File: src/rtl/param_fifo.sv
// rtl/param_fifo.sv - parametrised single-clock FIFO; define FIFO_FWFT_EN for first-word-fall-through
module param_fifo #(
  parameter int DATA_W    = 4,
  parameter int DEPTH     = 8,
  parameter int AF_THRESH = 6,
  parameter int AE_THRESH = 2
) (
  input  logic                       clk,
  input  logic                       reset,
  input  logic                       read_en,
  input  logic                       write_en,
  input  logic [DATA_W-1:0]          data_in,
  output logic [DATA_W-1:0]          data_out,
  output logic                       full,
  output logic                       empty,
  output logic                       almost_full,
  output logic                       almost_empty,
  output logic [$clog2(DEPTH+1)-1:0] count,
  output logic                       overflow,
  output logic                       underflow
);

  localparam int PTR_W = (DEPTH > 1) ? $clog2(DEPTH) : 1;
  localparam int CNT_W = $clog2(DEPTH + 1);

  logic [DATA_W-1:0] mem_q [DEPTH];

  logic [PTR_W-1:0]  wr_ptr_q, wr_ptr_d;
  logic [PTR_W-1:0]  rd_ptr_q, rd_ptr_d;
  logic [CNT_W-1:0]  count_q, count_d;
  logic              full_q, full_d;
  logic              empty_q, empty_d;
  logic              af_q, af_d;
  logic              ae_q, ae_d;
  logic              ovf_q, ovf_d;
  logic              unf_q, unf_d;
  logic [DATA_W-1:0] dout_q, dout_d;

  logic              rd_acc;
  logic              wr_acc;

  // Accept decisions, pointer/count updates, and next-state flags from the next count
  always_comb begin
    rd_acc   = read_en & ~empty_q;
    wr_acc   = write_en & (~full_q | rd_acc);

    wr_ptr_d = wr_ptr_q;
    if (wr_acc) begin
      wr_ptr_d = (wr_ptr_q == PTR_W'(DEPTH - 1)) ? '0 : wr_ptr_q + PTR_W'(1);
    end

    rd_ptr_d = rd_ptr_q;
    if (rd_acc) begin
      rd_ptr_d = (rd_ptr_q == PTR_W'(DEPTH - 1)) ? '0 : rd_ptr_q + PTR_W'(1);
    end

    case ({wr_acc, rd_acc})
      2'b10:   count_d = count_q + CNT_W'(1);
      2'b01:   count_d = count_q - CNT_W'(1);
      default: count_d = count_q;
    endcase

    full_d  = (count_d == CNT_W'(DEPTH));
    empty_d = (count_d == '0);
    af_d    = (count_d >= CNT_W'(AF_THRESH));
    ae_d    = (count_d <= CNT_W'(AE_THRESH));
    ovf_d   = write_en & ~wr_acc;
    unf_d   = read_en & ~rd_acc;

`ifdef FIFO_FWFT_EN
    // Present the head of the next state; a word written into an
    // otherwise-empty FIFO is forwarded straight from data_in.
    if (count_d == '0) begin
      dout_d = dout_q;
    end else if (wr_acc && (wr_ptr_q == rd_ptr_d)) begin
      dout_d = data_in;
    end else begin
      dout_d = mem_q[rd_ptr_d];
    end
`else
    dout_d = rd_acc ? mem_q[rd_ptr_q] : dout_q;
`endif
  end

  // Storage array: written only on accepted pushes, never cleared
  always_ff @(posedge clk) begin
    if (wr_acc) begin
      mem_q[wr_ptr_q] <= data_in;
    end
  end

  // Control and status registers with synchronous reset
  always_ff @(posedge clk) begin
    if (reset) begin
      wr_ptr_q <= '0;
      rd_ptr_q <= '0;
      count_q  <= '0;
      full_q   <= 1'b0;
      empty_q  <= 1'b1;
      af_q     <= 1'b0;
      ae_q     <= 1'b1;
      ovf_q    <= 1'b0;
      unf_q    <= 1'b0;
      dout_q   <= '0;
    end else begin
      wr_ptr_q <= wr_ptr_d;
      rd_ptr_q <= rd_ptr_d;
      count_q  <= count_d;
      full_q   <= full_d;
      empty_q  <= empty_d;
      af_q     <= af_d;
      ae_q     <= ae_d;
      ovf_q    <= ovf_d;
      unf_q    <= unf_d;
      dout_q   <= dout_d;
    end
  end

  assign data_out     = dout_q;
  assign full         = full_q;
  assign empty        = empty_q;
  assign almost_full  = af_q;
  assign almost_empty = ae_q;
  assign count        = count_q;
  assign overflow     = ovf_q;
  assign underflow    = unf_q;

endmodule

File: config.mk
export PLATFORM = sky130hd
export DESIGN_NAME = param_fifo
export DESIGN_NICKNAME = d
export VERILOG_FILES = /design/src/rtl/param_fifo.sv
export SDC_FILE = /design/constraint.sdc
export NUM_CORES = 1
export LEC_CHECK = 0
export CAP_MARGIN = 20
export CORE_ASPECT_RATIO = 2
export CORE_MARGIN = 10
export CORE_UTILIZATION = 55
export DETAILED_ROUTE_END_ITERATION = 8
export HOLD_SLACK_MARGIN = 0.06
export PLACE_DENSITY = 0.78
export SYNTH_ARGS = -nofsm -noshare
export SYNTH_HDL_FRONTEND = slang
export SYNTH_SLANG_ARGS = --single-unit
export TNS_END_PERCENT = 10
File: constraint.sdc
create_clock -name clk -period 8.8 [get_ports clk]
set_input_delay 2.64 -clock clk [delete_from_list [all_inputs] [get_ports clk]]
set_output_delay 2.64 -clock clk [all_outputs]
set_load 0.01 [all_outputs]
# After elaboration in Yosys (flattened, before gate mapping)

Memories as Yosys holds them, arrays and structs flattened. A register that Yosys moved wholly into a read port is not among the register bits.
Cells that the tools add are included.

Bits in registers: 16
Memory bits (writable): 32
Bits of input ports: 8
Output and inout port bits: 14
Word-level logic and storage cells: 36
Memories: 1

$add $sub $neg: 4
Magnitude comparators: 2
Equal/unequal tests: 5
Mux-type cells: 5
Bitwise gates (word level): 9
Reduce and logical (&&, ||, !) cells: 1

Memory list:

| name  | depth | bits a word | rd ports | clocked after Yosys merged registers in | write ports | RTL line | source |
|---|---|---|---|---|---|---|---|
| mem_q | 8     | 4           | 1        | 1                                       | 1           | 26       | `logic [DATA_W-1:0] mem_q [DEPTH];` |

Operators with widths:

| operator                                                          | number |
|---|---|
| case mux 4 bit (2 select lines)                                   | 1 |
| adder 3 x 1 -> 3 bit, second input constant                       | 2 |
| equality test 3 bit, second input constant                        | 2 |
| two-way mux 3 bit                                                 | 2 |
| adder 4 x 1 -> 4 bit, second input constant                       | 1 |
| AND 1 bit                                                         | 4 |
| equality test 4 bit, second input constant                        | 1 |
| greater-or-equal comparator 4 x 3 -> 1 bit, second input constant | 1 |
| <= comparator 4 x 2 -> 1 bit, second input constant               | 1 |
| zero test 4 bit                                                   | 1 |
| NOT 1 bit                                                         | 4 |
| subtractor 4 x 1 -> 4 bit, second input constant                  | 1 |
| equality test 2 x 1 -> 1 bit, second input constant               | 1 |
| equality test 2 bit, second input constant                        | 1 |
| two-way mux 1 bit                                                 | 2 |
| bitwise OR 1 bit                                                  | 1 |

# Depth between registers and ports, before layout

Gate-level depths: netlist of run 1.

Word-level depth: 7
Depth in mapped cells: 11
Depth with buffers taken out: 11

# Worst setup path after synthesis of run 1

No wires, ideal clock.

Path type: input port to flip-flop
Start point: input read_en
End point: register full_q, in the netlist full
Library setup time: 0.080 ns
Data arrival time: 4.511 ns
Required time: 8.720 ns
Setup slack: 4.209 ns
Stages: 11
Path buffers: 0
Cell sequence: nand2b_4 > nand2_1 > nand2_1 > ha_1 > xor2_1 > ha_1 > a21oi_1 > mux2i_1 > xor2_1 > o21a_1 > nor3b_1

Longest elaborated chain between the ends: 6
Elaborated cells on any way between the ends: 7
Those cells by class: eq/ne: 3; mux: 1; bitwise: 3

Ends and longest elaborated chain:

| element                                                             | RTL line | source |
|---|---|---|
| start, declared                                                     | 10       | `input logic read_en,` |
| AND 1 bit *                                                         | 44       | `rd_acc = read_en & ~empty_q;` |
| bitwise OR 1 bit                                                    | 45       | `wr_acc = write_en & (~full_q \| rd_acc);` |
| AND 1 bit                                                           | 45       |  |
| equality test 2 x 1 -> 1 bit or equality test 2 bit (tied branches) | 57       | `case ({wr_acc, rd_acc})` |
| case mux 4 bit (2 select lines) *                                   | 57       |  |
| equality test 4 bit *                                               | 63       | `full_d = (count_d == CNT_W'(DEPTH));` |
| end signal, assigned                                                | 109      | `full_q <= full_d;` |
| end, declared                                                       | 31       | `logic full_q, full_d;` |

Mark *: on every way between the ends. The rest lies on a longest branch, timed or not.
A chain may end at the register's enable or synchronous reset.

# Worst setup path in the final report of run 1

Ends and elaborated chain as after synthesis.

==> results.md, run 1 <==
* Worst-skew pair later-pin latency at 0.30 ns
* Clk_skew at 0.0116 ns
* CTS resizes at 0
* Fill count at 314
* Post-synthesis simple-gate area fraction at 12.5%
* FF-to-FF Start: empty
* YS warnings at 0
* Placer Congestion at 0.772
* CTS tree: built
* Synth Net Count at 171
* Max Root-Sink Buffers at 2
* Final ANT Viol Nets at 0
* Total gr overflow at 0
* Synth Register Bits at 52
* Mean Syn Cell Area at 13.8 um^2
* Worst path max stage delay at 0.53 ns
* Worst path cell trace: clkdlybuf4s50_1, nand2b_4, nand2_1, nand2_1, ha_1, xor2_1, ha_1, a21oi_1, mux2i_1, xor2_1, o21a_1, nor3b_1
* XOR/XNOR Fraction of Synth Area at 1.63%
* First-pass DRT Iterations at 4
* Post-Syn Area at 2150 um^2
* Reg area at 1360 um^2
* Worst r2r dst: full
* Total Nets Final at 190
* WL/cell at 17.0 um
* Crit path max fanout at 10
* Cts-stage hold buffer count at 0
* Max VDD drop at 0.219 mV
* Power per cell area at 228 nW/um^2
* Final period util at 58.4%
* Critical path startpoint: read_en
* Slowest CP cell: clkdlybuf4s50_1
* P&R area growth vs syn at 14.9%
* Initial antenna violation count at 0
* Die width at 64.2 um
* First-pass GRT wire length at 6.41 mm
* Reg2Reg Depth at 11
* Adder-Cell Fraction of Synth Area at 4.08%
* RSZ-0062 raised after global routing: false
* Vias per cell at 5.52
* Worst path arrival time at 5.37 ns
* I/O Pins at 22
* Share of layout cells above drive strength 1 at 10.2%
* Post-route design area at 2470 um^2
* Die ar. at 6960 um^2
* Reg2Reg Setup Slack at 6.09 ns
* Worst rel slew slack at 43.1%
* CTS root buf: clkbuf_8
* Post-synthesis mux area share at 11.2%
* Max-slew violations at 0
* Vias in the first global route at 1295
* Worst-Margin Slew at 0.846 ns
* Multi-input logic area at 738 um^2
* Sequential area share after synthesis at 63.4%
* # port buffers at 21
* Complex-gate fraction of the synthesized area at 5.01%
* Startpoint types: input port
* Gr usage total at 11.8%
* Final Hold Viols at 0
* CP top delay family: simple AND/OR/NAND/NOR gates
* Post-route DRC at 0
* DRT iter0 DRCs at 55
* CTS Sinks at 52
* Fin Setup TNS at 0 ns
* DP Area at 2380 um^2
* Crit end category: register
* Core ar. at 3800 um^2
* Total vias in the final route at 1252
* Initial core utilization at 56.5%
* Clock slew seen by the registers of the worst setup and hold paths at 0.09 ns
* Largest net degree at the start of global routing at 21
* Synth cell types at 33
* Hold WC Path Type: register to register
* Largest family of logic cells by synthesized area: simple AND/OR/NAND/NOR gates
* Routed wire length at 3.85 mm
* Antenna cell count at 0
* Status: finished clean
* H-tree Lvls at 2
* Chip Height at 108 um
* Critical path type: input port to register
* Fmax at 0.194 GHz
* Crit path to: full
* Bufs and invs on worst path at 1
* Worst EP required at 9.02 ns
* Setup bufs post-CTS at 0
* Cells after Synth at 156
* Pleak at 0.000842 uW
* Row cnt at 32
* Crit. path cell count at 12
* Maxcap violations at 0
* Total CTS buffers at 5
* Endpoints failing setup at 0
* Final Critical Period at 5.14 ns
* Detail Placement HPWL at 3.03 mm
==> cell families (layout without fill, tap and decap cells) <==
family,count (synthesis),count (layout)
AOI/OAI and AO/OA,17,17
buffers and inverters,10,30
adders and majority gates,7,7
muxes,14,14
xor gates and xnor gates,4,4
DFF,52,52
and+or+nand+nor,52,52
==> placed cells by master, fill, tap and decap left out, drive strengths merged, types with 6 or more instances in the layout <==
cell | netlist | routed
edfxtp | 32 | 32
ha | 7 | 7
nor2 | 16 | 16
a21oi | 8 | 8
mux4 | 8 | 8
dfxtp | 20 | 20
nand2 | 12 | 12
clkdlybuf4s50 | 0 | 21
mux2i | 6 | 6
==> metal layers <==
layer  global-route usage, %  vias up  share of wire, %
met3                    3.32        8               4.0
met2                    23.5       24                61
met5                       0        -                 0
li1                        -      618                 -
met4                    5.23        0               2.5
met1                    10.4      602                33
==> worst min-delay path, cell delays in order, from the launching register on <==
cell and delay, ns:
dfxtp_1 0.35, nand2_1 0.07, nor2_1 0.03
==> through the flow <==
stage | setup WS, ns | cells | hold slack (ns) | total power [uW] | utilization (%)
after floorplan | 4.21 | 156 | 0.472 | 390 | -
final | 3.66 | 227 | 0.491 | 563 | 64.9
after CTS | 3.66 | 227 | 0.499 | 570 | 64.9
after detailed placement | 3.32 | 219 | 0.479 | 440 | 62.5
after global placement | 3.48 | 219 | 0.468 | 436 | 62.5
after global routing | 3.41 | 227 | 0.522 | 596 | 64.9
==> registers in the layout, summed over array words and instances (netlist names) <==
signal	flops
rd_ptr_q	3
empty	1
wr_ptr_q	3
full	1
mem_q	32
almost_empty	1
count	4
data_out	4
almost_full	1
overflow	1
underflow	1
==> final cells by class <==
cell class / instances / area share (%)
clock inverter: 3 / 0.862
tap: 51 / 2.59
sequential: 52 / 55.2
inverter: 1 / 0.152
clock buffer: 5 / 2.79
multi-input combinational: 94 / 29.9
timing repair buffer: 21 / 8.52
==> worst min-delay path by stage <==
stage | startpoint | end | slack (ns) | cells past startpoint
2_1_floorplan | empty | underflow | 0.47 | 2
3_3_place_gp | empty | underflow | 0.47 | 2
3_5_place_dp | empty | underflow | 0.48 | 2
4_1_cts | empty | underflow | 0.50 | 2
5_1_grt | empty | underflow | 0.52 | 2
6_report | empty | underflow | 0.49 | 2
==> cells in the mapped netlist <==
library cell	count	area [um^2]
a21o_2	1	8.76
nor2_1	16	60.1
and4bb_1	1	12.5
xor2_1	3	26.3
or3_1	1	6.26
buf_2	3	15.0
nand3_1	3	15.0
a41o_1	1	10.0
nor4_1	1	6.26
o21ai_0	1	5.00
nand4b_1	1	8.76
nand2b_4	1	13.8
nor2b_1	1	6.26
a21oi_1	8	40.0
edfxtp_1	32	961
ha_1	7	87.6
nor3_1	5	25.0
clkbuf_1	5	18.8
nand2_1	12	45.0
a211oi_1	4	30.0
o21a_1	1	7.51
nand3b_1	1	7.51
xnor2_1	1	8.76
or2_1	1	6.26
dfxtp_1	20	400
inv_1	1	3.75
nand4_1	1	6.26
nor3b_1	4	30.0
a31oi_1	1	6.26
buf_6	1	11.3
mux4_2	8	180
nand2b_1	3	18.8
mux2i_1	6	60.1
==> power breakdown <==
part           internal [uW]  leakage, uW  switching, uW
clock network           56.4    0.0000445           75.3
registers                279     0.000454           24.1
logic                   70.5     0.000343           57.7
Note: power is estimated with default switching activity, not from simulation.
==> inputs of run 2 (changes only) <==
Settings changed: CORE_UTILIZATION 55 to 50, PLACE_DENSITY 0.78 to 0.74.
Clock period 8.8 ns to 4.7 ns, I/O delays scaled along.
==> results.md, run 2 (synthesis gave the netlist of run 1 again) <==
* Total vias in the final route at 1267
* Chip Height at 113 um
* Final period util at 82.8%
* Maxcap violations at 0
* Max VDD drop at 0.347 mV
* WL/cell at 17.2 um
* Place WS at 0.445 ns
* Share of layout cells above drive strength 1 at 10.2%
* Placer Congestion at 0.860
* Worst EP required at 4.93 ns
* Antenna cell count at 0
* Cts-stage hold buffer count at 0
* Biggest register: mem_q
* Worst-skew pair later-pin latency at 0.31 ns
* Worst-Margin Slew at 0.892 ns
* Final Hold Viols at 0
* Die ar. at 7480 um^2
* Row cnt at 33
* Most frequent cells in the layout: 32 x edfxtp_1, 21 x clkdlybuf4s50_1, 20 x dfxtp_1
* Number of flip-flops in the largest register at 32
* Max-slew violations at 0
* Pleak at 0.000849 uW
* Placed cell count at 220
* Hold WC Path Type: register to register
* Crit end category: register
* # port buffers at 21
* Crit path max fanout at 10
* Final Critical Period at 3.89 ns
* RSZ-0062 raised after global routing: false
* DRT iter0 DRCs at 55
* Gr usage total at 11.2%
* Finished Layout Cells at 228
* Commonest non-fill, non-tap cell in the layout: edfxtp_1
* Status: finished clean
* Power Total at 1080 uW
* Total Nets Final at 190
* Total CTS buffers at 5
* Critical path type: input port to register
* Routed wire length at 3.92 mm
* CTS tree: built
* Max Root-Sink Buffers at 2
* Setup ws final at 0.809 ns
* Core ar. at 4130 um^2
* Startpoint types: input port
* Setup bufs post-CTS at 0
* Finished Core Util at 60.0%
* Final ANT Viol Nets at 0
* H-tree Lvls at 2
* Vias in the first global route at 1331
* Detail Placement HPWL at 3.06 mm
* Initial core utilization at 52.0%
* First-pass DRT Iterations at 4
* Post-route DRC at 0
* Total gr overflow at 0
* CTS resizes at 0
* Endpoints failing setup at 0
* P&R area growth vs syn at 15.3%
* Worst rel slew slack at 40.0%
* Worst path arrival time at 4.12 ns
* CTS Sinks at 52
* I/O Pins at 22
* Die width at 66.4 um
* Initial antenna violation count at 0
* Power per cell area at 435 nW/um^2
* Fin Setup TNS at 0 ns
* Clock slew seen by the registers of the worst setup and hold paths at 0.10 ns
* Clk_skew at 0.0111 ns
* Fmax at 0.257 GHz
* First-pass GRT wire length at 6.36 mm
* Vias per cell at 5.56
* CTS root buf: clkbuf_8
* Largest net degree at the start of global routing at 21
==> run 2: changes by cell type in the layout (fill, tap and decap cells not counted), sizes merged <==
cell,previous run,this run
clkinvlp,1,0
inv,2,4
clkinv,1,0
==> run 2: worst max-delay path, stage by stage <==
cell,delay (ns)
clkdlybuf4s50_1,0.53
nand2b_4,0.09
nand2_1,0.15
nand2_1,0.23
ha_1,0.33
xor2_1,0.18
ha_1,0.19
a21oi_1,0.15
mux2i_1,0.23
xor2_1,0.27
o21a_1,0.18
nor3b_1,0.17
==> run 2: layout make-up <==
cell class	instances	area [um^2]
fillers	337	1650
multi-input cells	94	738
repair buffers	21	210
well taps	52	65.1
flip-flops and latches	52	1360
clock buffers	5	68.8
clock inverters	3	28.8
inverters	1	3.75
==> run 2: worst paths after layout <==
kind           start         to  slack [ns]  cells past startpoint
max          read_en       full        0.81                     12
max reg2reg    empty       full        2.03                     11
min            empty  underflow        0.47                      2
min reg2reg    empty  underflow        0.47                      2
==> run 2: layer usage <==
layer / share of wire (%) / routed length, um / global-route usage (%)
met4: 2.7 / 106 / 5.63
met1: 35 / 1370 / 9.59
met3: 3.5 / 137 / 2.27
met5: 0 / 0 / 0
met2: 59 / 2310 / 22.4
==> run 2: where the power goes <==
group,total [uW],switching [uW],internal (uW),leakage (uW)
Combinational,244,111,132,0.000343
Clock,268,156,113,0.0000511
Sequential,566,43.0,523,0.000454
Total,1080,310,768,0.000849
==> run 2: metrics by stage <==
step                      instance area, um^2  hold WS [ns]
after global routing                     2480         0.498
final                                    2480         0.467
after global placement                   2380         0.456
after floorplan                          2150         0.472
after CTS                                2480         0.473
after detailed placement                 2380         0.456
==> RTL edit, RTL diff (settings of run 2) <==
`dout_q` no longer has a reset.
--- a/src/rtl/param_fifo.sv
+++ b/src/rtl/param_fifo.sv
@@ -103,3 +103,2 @@
       unf_q    <= 1'b0;
-      dout_q   <= '0;
     end else begin
@@ -114,4 +113,7 @@
       unf_q    <= unf_d;
-      dout_q   <= dout_d;
     end
+  end
+
+  always_ff @(posedge clk) begin
+    dout_q <= dout_d;
   end
Formal check against the unedited RTL: differs if reset is asserted again (counterexample within 4 cycles, from zero or initial values and one cycle with reset high); with reset held inactive, the same outputs for 10 cycles.
==> RTL edit against run 2 <==
Die area grew 1.1%. Wire length grew 0.94%. Sequential share of layout area grew 1.5 points. Via count shrank 2.8%. Sequential cell count is the same. Final area grew 0.25%. Critical path depth is the same. Worst setup slack gained 0.082 ns. Area after synthesis grew 1.4%. Utilization shrank 0.44 points. Clock skew shrank 0.0068 ns. Power grew 3.0%. Largest power group unchanged.
==> RTL edit: results (changes against run 2) <==
status=completed; non-clk buf share=8.468% (-0.021 points); clk cell area share=3.226% (-0.72 points); syn_area_per_cell=14.92 um^2 (+8.3%); unique cell type count in the Yosys netlist=36 (+9.1%); count of multi-input gates=84 (-11%); Antenna diodes=0 (unchanged); final layout net count=181 (-4.7%); Core Box Area=4170 um^2 (+1.0%); initial antenna violation count=0 (unchanged); Worst-Margin Slew=1.036 ns (+0.1437 ns); GR Util All Layers=10.98% (-0.26 points); mux share of post-synthesis cell area=11.72% (+0.54 points); dpl cells=211 (-4.1%); fill count=333 (-1.2%); Switching Share=28.28% (-0.49 points); max FFs per register=32 (unchanged); Non-clk invs=2 (+1); sequential area share after synthesis=64.33% (+0.96 points); Synth Net Count=161 (-5.8%); Post-DP Area=2402 um^2 (+1.0%); fraction of layout cells with a size suffix above 1=14.37% (+4.1 points); ranking of synthesized cells by area=edfxtp_1 50%, dfxtp_1 15%, mux4_2 8.3%, ha_1 4.0%, nor2_1 2.2%; Flop pwr share=53.3% (+0.8 points); pin count of the biggest net entering global routing=17 (-19%); CTS HTree Levels=2 (unchanged); CP max stage delay=0.49 ns (-0.04 ns); CLK BUF=7 (+2); CTS clk-pin slew, worst paths=0.08 ns (-0.02 ns); Most flops, register=mem_q; Vias/cell=5.621 (+1.2%); Total Wirelength=3.961 mm (+0.94%); fin cells=219 (-3.9%); area share of the largest cell type after synthesis=49.63% (+4.9 points); first-pass GRT wire length=6.285 mm (-1.2%); Clock Skews=0.004229 ns (-0.006830 ns); area occupied by multi-input gates=718.2 um^2 (-2.7%); Comb pwr share=25.8% (+3.2 points); P_leak=0.0008542 uW (+0.65%); post-cts sizing count=0 (unchanged); number of enable flip-flop cells after synthesis=36 (+13%); Arr. time, crit path=4.03 ns (-0.09 ns); Root Buffer=clkbuf_8; Final Cell Area=2482 um^2 (+0.25%); worst-case clock buffer depth=2 (unchanged); Starting DRT DRC Count=37 (-33%); Ys Warns=0 (unchanged); Synth Area in XOR/XNOR=1.953% (+0.32 points); Synth top cells by count=36 x edfxtp_1, 16 x dfxtp_1, 13 x nor2_1; Setup WS pre-CTS=0.5801 ns (+0.1348 ns); Max VDD drop=0.3077 mV (-11%); vias in the first global route=1304 (-2.0%); Worst-Skew Late Latency=0.29 ns (-0.02 ns); compound-gate portion of the synthesized area=4.021% (-0.99 points); postcts setup bufs=0 (unchanged); comb pwr=287 uW (+18%); Routability Congestion=0.8026 (-6.7%); Seq area share=56.45% (+1.5 points); synthesized-area fraction occupied by adder cells=4.021% (-0.056 points); dpl hpwl=3.100 mm (+1.4%)
==> RTL edit: changes by cell type after synthesis, moves of 2 or more <==
cell | run 2 | this run
mux2_2 | 0 | 4
edfxtp_1 | 32 | 36
nand2_1 | 12 | 6
a211oi_1 | 4 | 0
nor2_1 | 16 | 13
a21oi_1 | 8 | 6
dfxtp_1 | 20 | 16
clkbuf_1 | 5 | 3
mux2i_1 | 6 | 3
==> RTL edit: path summary, 6_finish.rpt <==
check,start,to,slack [ns],cells past startpoint
min reg2reg,empty$_SDFF_PP1_,underflow$_SDFF_PP0_,0.46,2
min,empty$_SDFF_PP1_,underflow$_SDFF_PP0_,0.46,2
max reg2reg,empty$_SDFF_PP1_,full$_SDFF_PP0_,2.09,10
max,read_en,full$_SDFF_PP0_,0.89,12
==> RTL edit: layer usage <==
layer	GRT usage, %	share of wire, %	vias up
met5	0	0	-
met4	5.345	2.6	0
met3	2.964	4.6	7
met2	20.99	61	31
met1	9.670	32	611
li1	-	-	582
